--- config.mk ---
export PLATFORM = sky130hd
export DESIGN_NAME = bridge_arbiter
export DESIGN_NICKNAME = d
export VERILOG_FILES = /design/src/rtl/bridge_arbiter.sv
export SDC_FILE = /design/constraint.sdc
export NUM_CORES = 1
export LEC_CHECK = 0
export BUFFER_PORTS_ARGS = -buffer_cell sky130_fd_sc_hd__buf_2
export CAP_MARGIN = 5
export CORE_MARGIN = 3
export CORE_UTILIZATION = 30
export DETAILED_ROUTE_END_ITERATION = 10
export PLACE_DENSITY = 0.58
export RECOVER_POWER = 25
export SLEW_MARGIN = 20
export SYNTH_ARGS = -nofsm -noshare
export SYNTH_HDL_FRONTEND = slang
export SYNTH_SLANG_ARGS = --single-unit
--- constraint.sdc ---
create_clock -name clk -period 2.2 [get_ports clk]
set_clock_uncertainty 0.05 [all_clocks]
set_input_delay 0.33 -clock clk [delete_from_list [all_inputs] [get_ports clk]]
set_output_delay 0.33 -clock clk [all_outputs]
set_load 0.005 [all_outputs]
--- src/rtl/bridge_arbiter.sv ---
// rtl/bridge_arbiter.sv - two-master round-robin arbiter in front of the system bridge port
// Holds the port for ACCESS_CYCLES per transaction and returns a one-cycle Ack with registered read data.
module bridge_arbiter #(
  parameter int ACCESS_CYCLES = 1
) (
  input  logic        clk,
  input  logic        reset,
  input  logic        M0_Req,
  input  logic [31:0] M0_Addr,
  input  logic [31:0] M0_WD,
  input  logic        M0_WE,
  output logic [31:0] M0_RD,
  output logic        M0_Ack,
  input  logic        M1_Req,
  input  logic [31:0] M1_Addr,
  input  logic [31:0] M1_WD,
  input  logic        M1_WE,
  output logic [31:0] M1_RD,
  output logic        M1_Ack,
  output logic [31:0] PrAddr,
  output logic [31:0] PrWD,
  output logic        PrWE,
  input  logic [31:0] PrRD,
  output logic [1:0]  Grant,
  output logic        Busy
);

  typedef enum logic [1:0] {IDLE, ACCESS, RESP} state_t;

  localparam logic [3:0] CNT_INIT = 4'(ACCESS_CYCLES - 1);

  state_t      state;
  state_t      next_state;
  logic        winner;
  logic        last_grant;
  logic        pick;
  logic        any_req;
  logic [31:0] lat_addr;
  logic [31:0] lat_wd;
  logic        lat_we;
  logic [3:0]  cnt;
  logic        first_cycle;

  assign any_req     = M0_Req | M1_Req;
  // On contention the master that did not win last time is served.
  assign pick        = (M0_Req && M1_Req) ? ~last_grant : M1_Req;
  assign first_cycle = (cnt == CNT_INIT);

  always_ff @(posedge clk) begin
    if (reset) begin
      state <= IDLE;
    end else begin
      state <= next_state;
    end
  end

  always_comb begin
    next_state = state;
    case (state)
      IDLE:    if (any_req) next_state = ACCESS;
      ACCESS:  if (cnt == 4'd0) next_state = RESP;
      RESP:    next_state = IDLE;
      default: next_state = IDLE;
    endcase
  end

  always_ff @(posedge clk) begin
    if (reset) begin
      winner     <= 1'b0;
      last_grant <= 1'b1;
      lat_addr   <= '0;
      lat_wd     <= '0;
      lat_we     <= 1'b0;
      cnt        <= '0;
      M0_RD      <= '0;
      M1_RD      <= '0;
    end else begin
      case (state)
        IDLE: begin
          if (any_req) begin
            winner   <= pick;
            lat_addr <= pick ? M1_Addr : M0_Addr;
            lat_wd   <= pick ? M1_WD   : M0_WD;
            lat_we   <= pick ? M1_WE   : M0_WE;
            cnt      <= CNT_INIT;
          end
        end
        ACCESS: begin
          if (cnt != 4'd0) begin
            cnt <= cnt - 4'd1;
          end else if (!lat_we) begin
            if (winner) M1_RD <= PrRD;
            else        M0_RD <= PrRD;
          end
        end
        RESP: last_grant <= winner;
        default: ;
      endcase
    end
  end

  always_comb begin
    PrAddr = '0;
    PrWD   = '0;
    PrWE   = 1'b0;
    Grant  = 2'b00;
    Busy   = 1'b0;
    M0_Ack = 1'b0;
    M1_Ack = 1'b0;
    case (state)
      ACCESS: begin
        Grant  = winner ? 2'b10 : 2'b01;
        PrAddr = lat_addr;
        PrWD   = lat_wd;
        // A single write strobe per transaction regardless of the hold time.
        PrWE   = lat_we && first_cycle;
        Busy   = 1'b1;
      end
      RESP: begin
        Grant  = winner ? 2'b10 : 2'b01;
        Busy   = 1'b1;
        M0_Ack = ~winner;
        M1_Ack = winner;
      end
      default: ;
    endcase
  end

endmodule

* After elaboration in Yosys (flattened, before gate mapping)
Index checks and enable logic that the tools add are counted.
** Storage, ports and cells
- Input port bits :: 166
- Bits in registers :: 137
** Cells by class
- Add/sub/neg operators :: 1
- Multiplexer cells :: 18
- Reductions and logical operators :: 12
- Bitwise logic cells :: 5
- Equal/unequal tests :: 5
** Operators with widths (count)
- two-way mux 32 bit :: 4
- two-way mux 2 bit :: 4
- two-way mux 4 bit :: 2
- case mux 4 bit (2 select lines) :: 1
- AND reduction 4 bit :: 2
- two-way mux 1 bit :: 6
- inequality test 2 bit, second input constant :: 3
- zero test 4 bit :: 1
- NOT 1 bit :: 4
- case mux 2 bit (2 select lines) :: 1
- AND reduction 2 bit :: 2
- nonzero test 4 bit :: 1
- subtractor 4 x 1 -> 4 bit, second input constant :: 1
- AND reduction 3 bit :: 1
- equality test 2 x 1 -> 1 bit, second input constant :: 1
- equality test 2 bit, second input constant :: 1
- logical AND 1 bit :: 2
- zero test 2 bit :: 1
- nonzero test 2 bit :: 1
- OR reduction 2 bit :: 1
- bitwise OR 1 bit :: 1

* Logic depth before layout (Yosys ltp)
Gate-level depths: netlist of the first run.
- Depth after elaboration :: 3
- Depth in mapped cells :: 8
- Mapped depth without buffers :: 5

* Least setup slack after synthesis of the first run
No wires, ideal clock.
- Kind :: register -> register
- Start point :: reg state[1]
- End point :: reg M1_RD[22]
- Required time :: 2.030 ns
- Arrival :: 1.601 ns
- Library setup time :: 0.120 ns
- Buffers on the path :: 3
- Slack :: 0.430 ns
- Stages on the path, launching flop included :: 9
- Path through :: dfxtp_1 -> inv_1 -> ha_1 -> buf_4 -> nand2b_1 -> or4_4 -> buf_6 -> buf_6 -> mux2i_1
** On the way
- Word-level cells in the longest chain between the ends :: 2
** RTL lines
- start: declaration :: RTL line 32 : state_t state;
- start signal: assignment :: RTL line 53 : state <= next_state;
- equality test 2 x 1 -> 1 bit :: RTL line 78 : case (state)
- AND reduction 4 bit (no line)
- end signal: assignment :: RTL line 92 : if (winner) M1_RD <= PrRD;
- end: declaration :: RTL line 18 : output logic [31:0] M1_RD,
No other way between the ends.
A chain may end at the register's enable or synchronous reset.

* Final worst setup path of the first run
- Start point :: reg cnt[0]
- End point :: out PrWE
** On the way
- Word-level cells in the longest chain between the ends :: 3
** RTL lines
- start: declaration :: RTL line 41 : logic [3:0] cnt;
- start signal: assignment :: RTL line 90 : cnt <= cnt - 4'd1;
- zero test 4 bit :: RTL line 47 : assign first_cycle = (cnt == CNT_INIT);
- logical AND 1 bit :: RTL line 116 : PrWE = lat_we && first_cycle;
- two-way mux 1 bit :: RTL line 110 : case (state)
- end: declaration :: RTL line 22 : output logic PrWE,
No other way between the ends.

==> results of run 1 <==
registers in the layout (all words and copies together) (netlist names):
name / flops
lat_addr: 32
M0_RD: 32
cnt: 4
lat_wd: 32
state: 2
last_grant: 1
M1_RD: 32
lat_we: 1
winner: 1
report_power, final:
part	internal, µW	switching (µW)
logic	635	782
clock network	1490	1240
registers	2790	137
cell usage in the layout (no fill, tap or decap), types with 2 or more instances in the layout:
master and instances:
and2_1 65, dfxtp_1 136, buf_4 10, clkbuf_1 35
o21ai_0 68, nor3b_1 2, inv_1 7, or4_1 3
nand3_1 2, nand2b_1 2, clkbuf_16 17, buf_2 265
clkinvlp_4 4, buf_12 4, o31a_1 2, nand2_1 98
ha_1 4, a31oi_1 2, mux2i_1 130, a21oi_1 66
inv_8 3, inv_6 7, nor2_1 4
worst min-delay path by stage:
| stage | cells past startpoint | slack [ns] | end | startpoint |
|---|---|---|---|---|
| after global routing | 3 | 0.12 | M0_RD[5] | PrRD[5] |
| after global placement | 2 | 0.39 | M0_RD[15] | M0_RD[15] |
| after floorplan | 1 | 0.39 | last_grant | last_grant |
| final | 3 | 0.13 | M0_RD[12] | PrRD[12] |
| after CTS | 3 | 0.11 | M1_RD[24] | PrRD[24] |
| after detailed placement | 2 | 0.40 | M0_RD[21] | M0_RD[21] |
cell type report:
| cell class | count | area, µm² | share of cell area (%) |
|---|---|---|---|
| Sequential cell | 137 | 2740 | 32.7 |
| Clock inverter | 15 | 130 | 1.55 |
| Tap cell | 265 | 332 | 3.95 |
| Multi-Input combinational cell | 467 | 3100 | 36.9 |
| Clock buffer | 17 | 425 | 5.07 |
| Inverter | 9 | 36.3 | 0.432 |
| Timing Repair Buffer | 315 | 1620 | 19.4 |
worst min-delay path: cells and delay by family:
| family | cells | cell delay, ns |
|---|---|---|
| AND/OR/NAND/NOR | 1 | 0.06 |
| multiplexers | 1 | 0.06 |
| buffers and inverters | 1 | 0.09 |
metrics by stage:
stage	setup slack [ns]	power (µW)	std cells
2_1_floorplan	0.430	3830	668
3_3_place_gp	0.447	4420	1193
3_5_place_dp	0.416	4430	1193
4_1_cts	0.0162	7200	1225
5_1_grt	-0.00202	7480	1225
6_report	0.0970	7060	1225
routing by layer:
layer	share of wire [%]	wire [µm]	GRT usage [%]
met1	48	8260	20.6
met2	45	7710	23.7
met3	6.0	1030	3.99
met4	0.63	107	3.60
met5	0	0	0
cells by family after synthesis:
kind of cell,after synthesis
AND/OR/NAND/NOR,185
AO/OA/AOI/OAI,147
flip-flops,137
multiplexers,130
buffers and inverters,64
adder cells (fa/ha/maj),5
==> results.md, run 1 <==
- FF-to-FF path depth: 6
- Slew Limit Headroom: between 40% and 50%
- Cell Area, Placed: between 7000 and 8000 µm²
- Worst Hold Class: in -> reg
- Worst slew pin tran: between 0.7 and 0.8 ns
- Max-cap violations: 0
- Count leader, synth: dfxtp_1
- Fillers: roughly 2000
- Layout Utilization: between 40% and 50%
- Post-Synthesis Net Count: approximately 840
- GRT overflow: 0
- R2R Path Start: state[0]
- Die height: around 150 µm
- Die Wd: approximately 150 µm
- DR vias/cell: 4.52
- Reg2Reg Setup Slack: around 0.27 ns
- Yosys top cell by area: dfxtp_1
- Synthesis-to-finish area growth: 37.3%
- Core Area: a little under 20000 µm²
- Arr. time, crit path: ~1.7 ns
- Die ar.: between 20000 and 25000 µm²
- EDFF count, synth: 0
- First-pass GRT wire length: about 27 mm
- Row count: between 50 and 60
- Max clock buf depth: 2
- Sequential cell area fraction in the yosys report: between 40% and 50%
- Main area contributors after synthesis: dfxtp_1, mux2i_1, and2_1
- Crit path max fanout: 7
- Ys async rst share: 0%
- TritonRoute pass-1 iters: 7
- List of most frequent post-synthesis cells: dfxtp_1, mux2i_1, nand2_1
- Max H-tree Level: 4
- Buffer count from post-CTS setup fixing: 0
- Simple-gate share of the synthesized area: around 15%
- PortBufs: around 300
- Critical path buffers and inverters: 3
- CTS Sinks: 137
- Fmax achieved: around 480 MHz
- Top delay family on crit path: buffers and inverters
- Initial antenna violation count: 0
- Avg WL per Cell: approximately 14 µm
- Endpoints failing setup: 0
- R2r endpoint: lat_addr[22]
- Compound-Gate Fraction of Synth Area: 12.7%
- Slew Viols, Final: 0
- CP Capture Type: output port
- CP cell instances: inv_1 > ha_1 > nor3b_1 > buf_4 > and3_1 > buf_2
- Gate count of the mapped netlist: between 600 and 700
- Lkg Pwr: around 0.004 µW
- Critical path class: reg -> out
- # nets final: between 1000 and 1500
- Gpl congestion: just under 0.8
- Initial DRC count: 178
- Peak VDD IR: about 0.00047 V
- Hold WS: around 0.13 ns
- Slowest stage delay, CP: approximately 0.35 ns
- Critical Path RT: between 1.5 and 2 ns
- Total wire length: 17.1 mm
- Largest net degree at the start of global routing: just under 90
- Synth Register Bits: 137
- Yosys top cell area share: between 40% and 50%
- Yosys cell types: 39
- DRC errors left: 0
- Largest family of logic cells by synthesized area: multiplexers
- Vias after detailed routing: approximately 5500
- XOR/XNOR Fraction of Synth Area: 0%
- Post-CTS Resized: 0
- Worst-Skew Late Latency: 0.41 ns
- GRT Resource Usage Total: 15.0%
- CP Depth: 6
- CP startpoint kind: flop
- Ports: 300
- Setup TNS: 0 ns
- Mux contribution to synthesized area: between 20% and 30%
- Final ANT Viol Nets: 0
- Syn Area/Cell: 9.15 µm²
- Post-synthesis adder-cell area fraction: under 10%
- Root Buffer: clkbuf_16
- Yosys Warn Count: 0
- Hold Buf Count CTS: 0
- Critical path capture point: PrWE
- Total CTS buffers: 17
- Vias in the first global route: around 5200
- Fin area: 8390 µm²
- Final Hold Fails: 0
- Critical path origin: cnt[0]
- Post-Syn Area: about 6000 µm²
- Antenna cells: 0
- Starting Density: a little under a third
- Status: finished, final reports clean
- Post-DP HPWL: between 10 and 15 mm
- Leading register cell type out of synthesis: dfxtp_1
- CP max stage cell: dfxtp_2
- CTS tree: done
- Cell area power density: roughly 840 nW/µm²
- Clock Pin Slew Worst Setup and Hold Paths: 0.07 ns
- Min Clock Period, post-route: approximately 2.1 ns
- Layout cells sized above 1: around 34%
- Fin crit share: between 90% and 100%
Power figures use the tool's default switching activity.
==> inputs of run 2 (changes only) <==
--- a/config.mk
+++ b/config.mk
@@ -9,6 +9,7 @@
 export CAP_MARGIN = 5
 export CORE_MARGIN = 3
 export CORE_UTILIZATION = 30
+export CTS_BUF_LIST = sky130_fd_sc_hd__clkbuf_8
 export DETAILED_ROUTE_END_ITERATION = 10
 export PLACE_DENSITY = 0.58
 export RECOVER_POWER = 25
==> run 2 against run 1 <==
Compared with the run above: die area is the same; sequential cell count stayed put; sequential power is essentially flat; register-to-register slack got worse by 0.02 ns; combinational power about the same; global-route usage hardly changed; via count barely moved; clock power down 28%; final cell count hardly changed; core utilization decreased by 0.90 points; highest routed layer unchanged.
==> results.md, run 2 (synthesis gave the netlist of run 1 again) <==
- Worst slew pin tran: ~0.78 ns
- R2R Path Start: state[0]
- Critical path origin: cnt[0]
- Total wire length: roughly 17 mm
- Final Hold Fails: 0
- Cell area power density: 768 nW/µm²
- Fillers: 2016
- Clock power frac: between 30 and 40%
- Starting Density: around 31%
- Root Buffer: clkbuf_8
- CTS Sinks: between 100 and 150
- Reg2Reg Setup Slack: about 0.25 ns
- Endpoints failing setup: 0
- CP startpoint kind: flop
- Max H-tree Level: 4
- Slowest stage delay, CP: 0.36 ns
- R2r endpoint: lat_wd[1]
- Fmax achieved: 475 MHz
- Slew Limit Headroom: between 40% and 50%
- Slew Viols, Final: 0
- Ports: 300
- Antenna cells: 0
- WL met1: roughly 8 mm
- Synthesis-to-finish area growth: 34.4%
- Seq pwr share: 46.3%
- Sw frac: roughly a third
- Lkg Pwr: approximately 0.004 µW
- GRT overflow: 0
- Total CTS buffers: 17
- Post-DP HPWL: 12.3 mm
- Hold Buf Count CTS: 0
- Vias in the first global route: roughly 5300
- DRC errors left: 0
- Peak VDD IR: around 0.00033 V
- Die height: about 150 µm
- FF-to-FF path depth: 6
- Vias after detailed routing: roughly 5500
- Initial antenna violation count: 0
- Top layer in use: met4
- Most frequent cells in the layout: buf_2, dfxtp_1, mux2i_1
- Arr. time, crit path: about 1.7 ns
- Largest net degree at the start of global routing: approximately 90
- Hold WS: about 0.11 ns
- Layout cells sized above 1: 33.8%
- Fin area: slightly above 8000 µm²
- Max-cap violations: 0
- Critical path capture point: PrWE
- Min Clock Period, post-route: 2.11 ns
- Logic gate share of total power: about 23%
- Worst-Skew Late Latency: 0.43 ns
- Setup TNS: 0 ns
- RSZ-0062 raised after global routing: false
- First-pass GRT wire length: ~27 mm
- Core Area: between 15000 and 20000 µm²
- TritonRoute pass-1 iters: 4
- CP max stage cell: dfxtp_2
- Fin crit share: between 90% and 100%
- Most common cell after layout, fill and taps aside: buf_2
- Die ar.: 22100 µm²
- GRT Resource Usage Total: approximately 15%
- Clock Pin Slew Worst Setup and Hold Paths: around 0.090 ns
- # nets final: ~1100
- Critical Path RT: 1.82 ns
- Avg WL per Cell: approximately 14 µm
- Met3 wire len: roughly 1.1 mm
- Row count: slightly above 50
- Status: finished, final reports clean
- Internal power: between 4000 and 5000 µW
- CP Capture Type: output port
- Met2 wire len: about 7.7 mm
- Critical path class: reg -> out
- Final ANT Viol Nets: 0
- CTS tree: done
- Die Wd: 149 µm
- CP cell instances: inv_1 > ha_2 > nor3b_1 > buf_4 > and3_1 > buf_2
- Cell Area, Placed: about 7900 µm²
- Crit path max fanout: 6
- PortBufs: around 300
- Worst Hold Class: in -> reg
- Gpl congestion: roughly 0.77
- Max clock buf depth: 2
- DR vias/cell: ~4.5
- Psw: slightly above 2000 µW
- Overall Power: about 6300 µW
- Initial DRC count: 156
-- run 2: changes by cell type in the layout (fill, tap and decap cells not counted), sizes merged --
cell	previous run	this run
buf	280	281
-- run 2: layout make-up --
| type | count | area, µm² | area share (%) |
|---|---|---|---|
| repair buffers | 316 | 1640 | 19.9 |
| well taps | 265 | 332 | 4.04 |
| clock buffers | 17 | 234 | 2.85 |
| inverters | 9 | 36.3 | 0.442 |
| clock inverters | 15 | 130 | 1.58 |
| flip-flops and latches | 137 | 2740 | 33.4 |
| multi-input cells | 467 | 3100 | 37.8 |
-- run 2: per-layer routing --
metal  track usage (%)  vias to the layer above
li1                  -                     2846
met1              20.6                     2490
met2              23.8                      197
met3              3.44                        9
met4              4.43                        0
met5                 0                        -
-- run 2: stage by stage --
stage / instances / worst slack (ns) / utilization [%]
2_1_floorplan: 668 / 0.430 / -
3_3_place_gp: 1193 / 0.447 / 40.0
3_5_place_dp: 1193 / 0.416 / 40.0
4_1_cts: 1225 / 0.00596 / 41.9
5_1_grt: 1226 / 0.00150 / 41.7
6_report: 1226 / 0.0948 / 41.7
-- run 2: how the worst min path moves through the flow --
stage               start          to  slack [ns]  cells past startpoint
2_1_floorplan  last_grant  last_grant        0.39                      1
6_report         PrRD[29]   M1_RD[29]        0.11                      3
4_1_cts          PrRD[24]   M1_RD[24]        0.06                      3
3_5_place_dp    M0_RD[21]   M0_RD[21]        0.40                      2
5_1_grt           PrRD[5]    M0_RD[5]        0.08                      3
3_3_place_gp    M0_RD[15]   M0_RD[15]        0.39                      2
-- run 2: power by group through the flow --
stage / sequential (µW) / clock (µW) / combinational (µW)
floorplan: 2950 / 0 / 877
global placement: 2960 / 0 / 1450
detailed placement: 2970 / 0 / 1460
CTS: 2920 / 2060 / 1470
global route: 2960 / 2170 / 1590
finish: 2920 / 1960 / 1420
-- run 2: critical path, delay by kind of cell, from the launching register on --
| kind | cells | cell delay (ns) |
|---|---|---|
| adders and majority gates | 1 | 0.21 |
| buffers and inverters | 3 | 0.38 |
| DFF | 1 | 0.36 |
| and+or+nand+nor | 2 | 0.33 |
-- run 2: timing repair --
item,in CTS,in global routing
gates cloned,0,0
hold endpoints to repair,0,0
pin swaps,0,0
buffers inserted,0,1
resized for setup,1,3
setup endpoints to repair,1,41
==> inputs of run 3 (changes only) <==
--- a/config.mk
+++ b/config.mk
@@ -7,6 +7,7 @@
 export LEC_CHECK = 0
 export BUFFER_PORTS_ARGS = -buffer_cell sky130_fd_sc_hd__buf_2
 export CAP_MARGIN = 5
+export CORE_ASPECT_RATIO = 1.1
 export CORE_MARGIN = 3
 export CORE_UTILIZATION = 30
 export CTS_BUF_LIST = sky130_fd_sc_hd__clkbuf_8
==> run 3 against run 2 <==
Compared with the run above: hold slack improved by 0.0035 ns; critical path type unchanged; combinational power about the same; clock power is 8% higher; core utilization down 0.40 points; die area barely moved.
==> results.md, run 3 (synthesis gave the netlist of run 1 again) <==
- Ports: 300
- First-pass GRT wire length: 26.7 mm
- Total CTS buffers: 17
- Fillers: between 2000 and 2500
- Critical Path RT: 1.82 ns
- Min Clock Period, post-route: between 2 and 2.5 ns
- Reg area: between 2000 and 3000 µm²
- Layout cells sized above 1: between 30% and 40%
- Lkg Pwr: 0.00389 µW
- Fin area: around 8000 µm²
- Final Hold Fails: 0
- Endpoints failing setup: 0
- Most frequent cells in the layout: buf_2, dfxtp_1, mux2i_1
- Largest net degree at the start of global routing: a little under 70
- Die Wd: between 100 and 150 µm
- Total wire length: around 17 mm
- GRT overflow: 0
- CP Capture Type: output port
- DR vias/cell: 4.55
- Row count: 54
- Max H-tree Level: 4
- Slew Viols, Final: 0
- Max-cap violations: 0
- Arr. time, crit path: 1.67 ns
- Cell area power density: slightly below 800 nW/µm²
- Starting Density: 30.7%
- DRC errors left: 0
- RSZ-0062 raised after global routing: false
- Gpl congestion: 0.718
- Max clock buf depth: 2
- Core Area: approximately 20000 µm²
- Vias in the first global route: about 5300
- Peak VDD IR: about 0.0004 V
- Slew Limit Headroom: 57.4%
- CP startpoint kind: flop
- Initial antenna violation count: 1
- Crit path max fanout: 6
- Post-DP HPWL: between 10 and 15 mm
- CTS Sinks: about 140
- # nets final: around 1100
- Synthesis-to-finish area growth: 34.6%
- Setup TNS: 0 ns
- Hold Buf Count CTS: 0
- Worst-Skew Late Latency: 0.43 ns
- Initial DRC count: around 240
- Fin crit share: about 93%
- Cell Area, Placed: 7860 µm²
- Most common cell after layout, fill and taps aside: buf_2
- Die height: around 160 µm
- Worst Hold Class: in -> reg
- CTS tree: done
- PortBufs: 299
- Root Buffer: clkbuf_8
- GRT Resource Usage Total: around 15%
- Worst slew pin tran: 0.639 ns
- Status: finished, final reports clean
- Vias after detailed routing: ~5500
- Die ar.: approximately 22000 µm²
- Avg WL per Cell: between 10 and 15 µm
- TritonRoute pass-1 iters: 4
- Final ANT Viol Nets: 0
- Critical path class: reg -> out
- Clock Pin Slew Worst Setup and Hold Paths: 0.09 ns
- Fmax achieved: slightly below 500 MHz
- Multi-input gate area: roughly 3100 µm²
run 3: cell count changes in the layout (fill, tap and decap cells not counted), moves of 2 or more:
cell	delta
bufinv_16	+2
clkbuf_4	+2
clkbuf_1	+7
buf_2	-8
run 3: cell type report:
| cell class | instances | area share, % |
|---|---|---|
| tap | 252 | 3.83 |
| clock buffer | 17 | 2.85 |
| clock inverter | 14 | 1.98 |
| sequential | 137 | 33.4 |
| timing repair buffer | 315 | 19.7 |
| multi-input combinational | 467 | 37.8 |
| antenna | 1 | 0.0304 |
| inverter | 9 | 0.441 |
run 3: through the flow:
step / std cells / setup slack (ns) / util [%] / total power, µW / hold slack (ns)
after floorplan: 668 / 0.430 / - / 3830 / 0.386
after global placement: 1178 / 0.274 / 39.4 / 4410 / 0.390
after detailed placement: 1178 / 0.249 / 39.4 / 4420 / 0.397
after CTS: 1209 / 0.0373 / 41.5 / 6610 / 0.0555
after global routing: 1212 / 0.0138 / 41.3 / 6880 / 0.0787
final: 1212 / 0.150 / 41.3 / 6440 / 0.109
run 3: path summary, 6_finish.rpt:
check	cells after the start	to	from	slack (ns)
max	5	PrWE	cnt[0]	0.15
min	3	M1_RD[24]	PrRD[24]	0.11
max reg2reg	5	M1_RD[26]	state[1]	0.35
min reg2reg	2	M0_RD[21]	M0_RD[21]	0.41
run 3: where the power goes:
group / internal [µW] / switching (µW) / leakage, µW / total, µW
logic: 632 / 768 / 0.00257 / 1400
clock network: 1040 / 1090 / 0.000194 / 2120
registers: 2780 / 136 / 0.00112 / 2920
total: 4450 / 1990 / 0.00389 / 6440
run 3: worst max-delay path: stages, from the launching register on:
cell     delay [ns]
dfxtp_1        0.35
inv_1          0.07
ha_1           0.22
nor3b_4        0.27
and3_1         0.20
buf_2          0.12
run 3: routing by layer:
layer	part of all wire, %	global-route usage, %
met1	45	18.9
met2	47	24.8
met3	6.1	3.31
met4	1.1	4.57
met5	0	0
run 3: repair_timing:
item                       CTS  global route
pin swaps                    0             0
setup endpoints to repair    1             6
gates cloned                 0             0
gates resized for setup      3             3
setup buffers                0             2
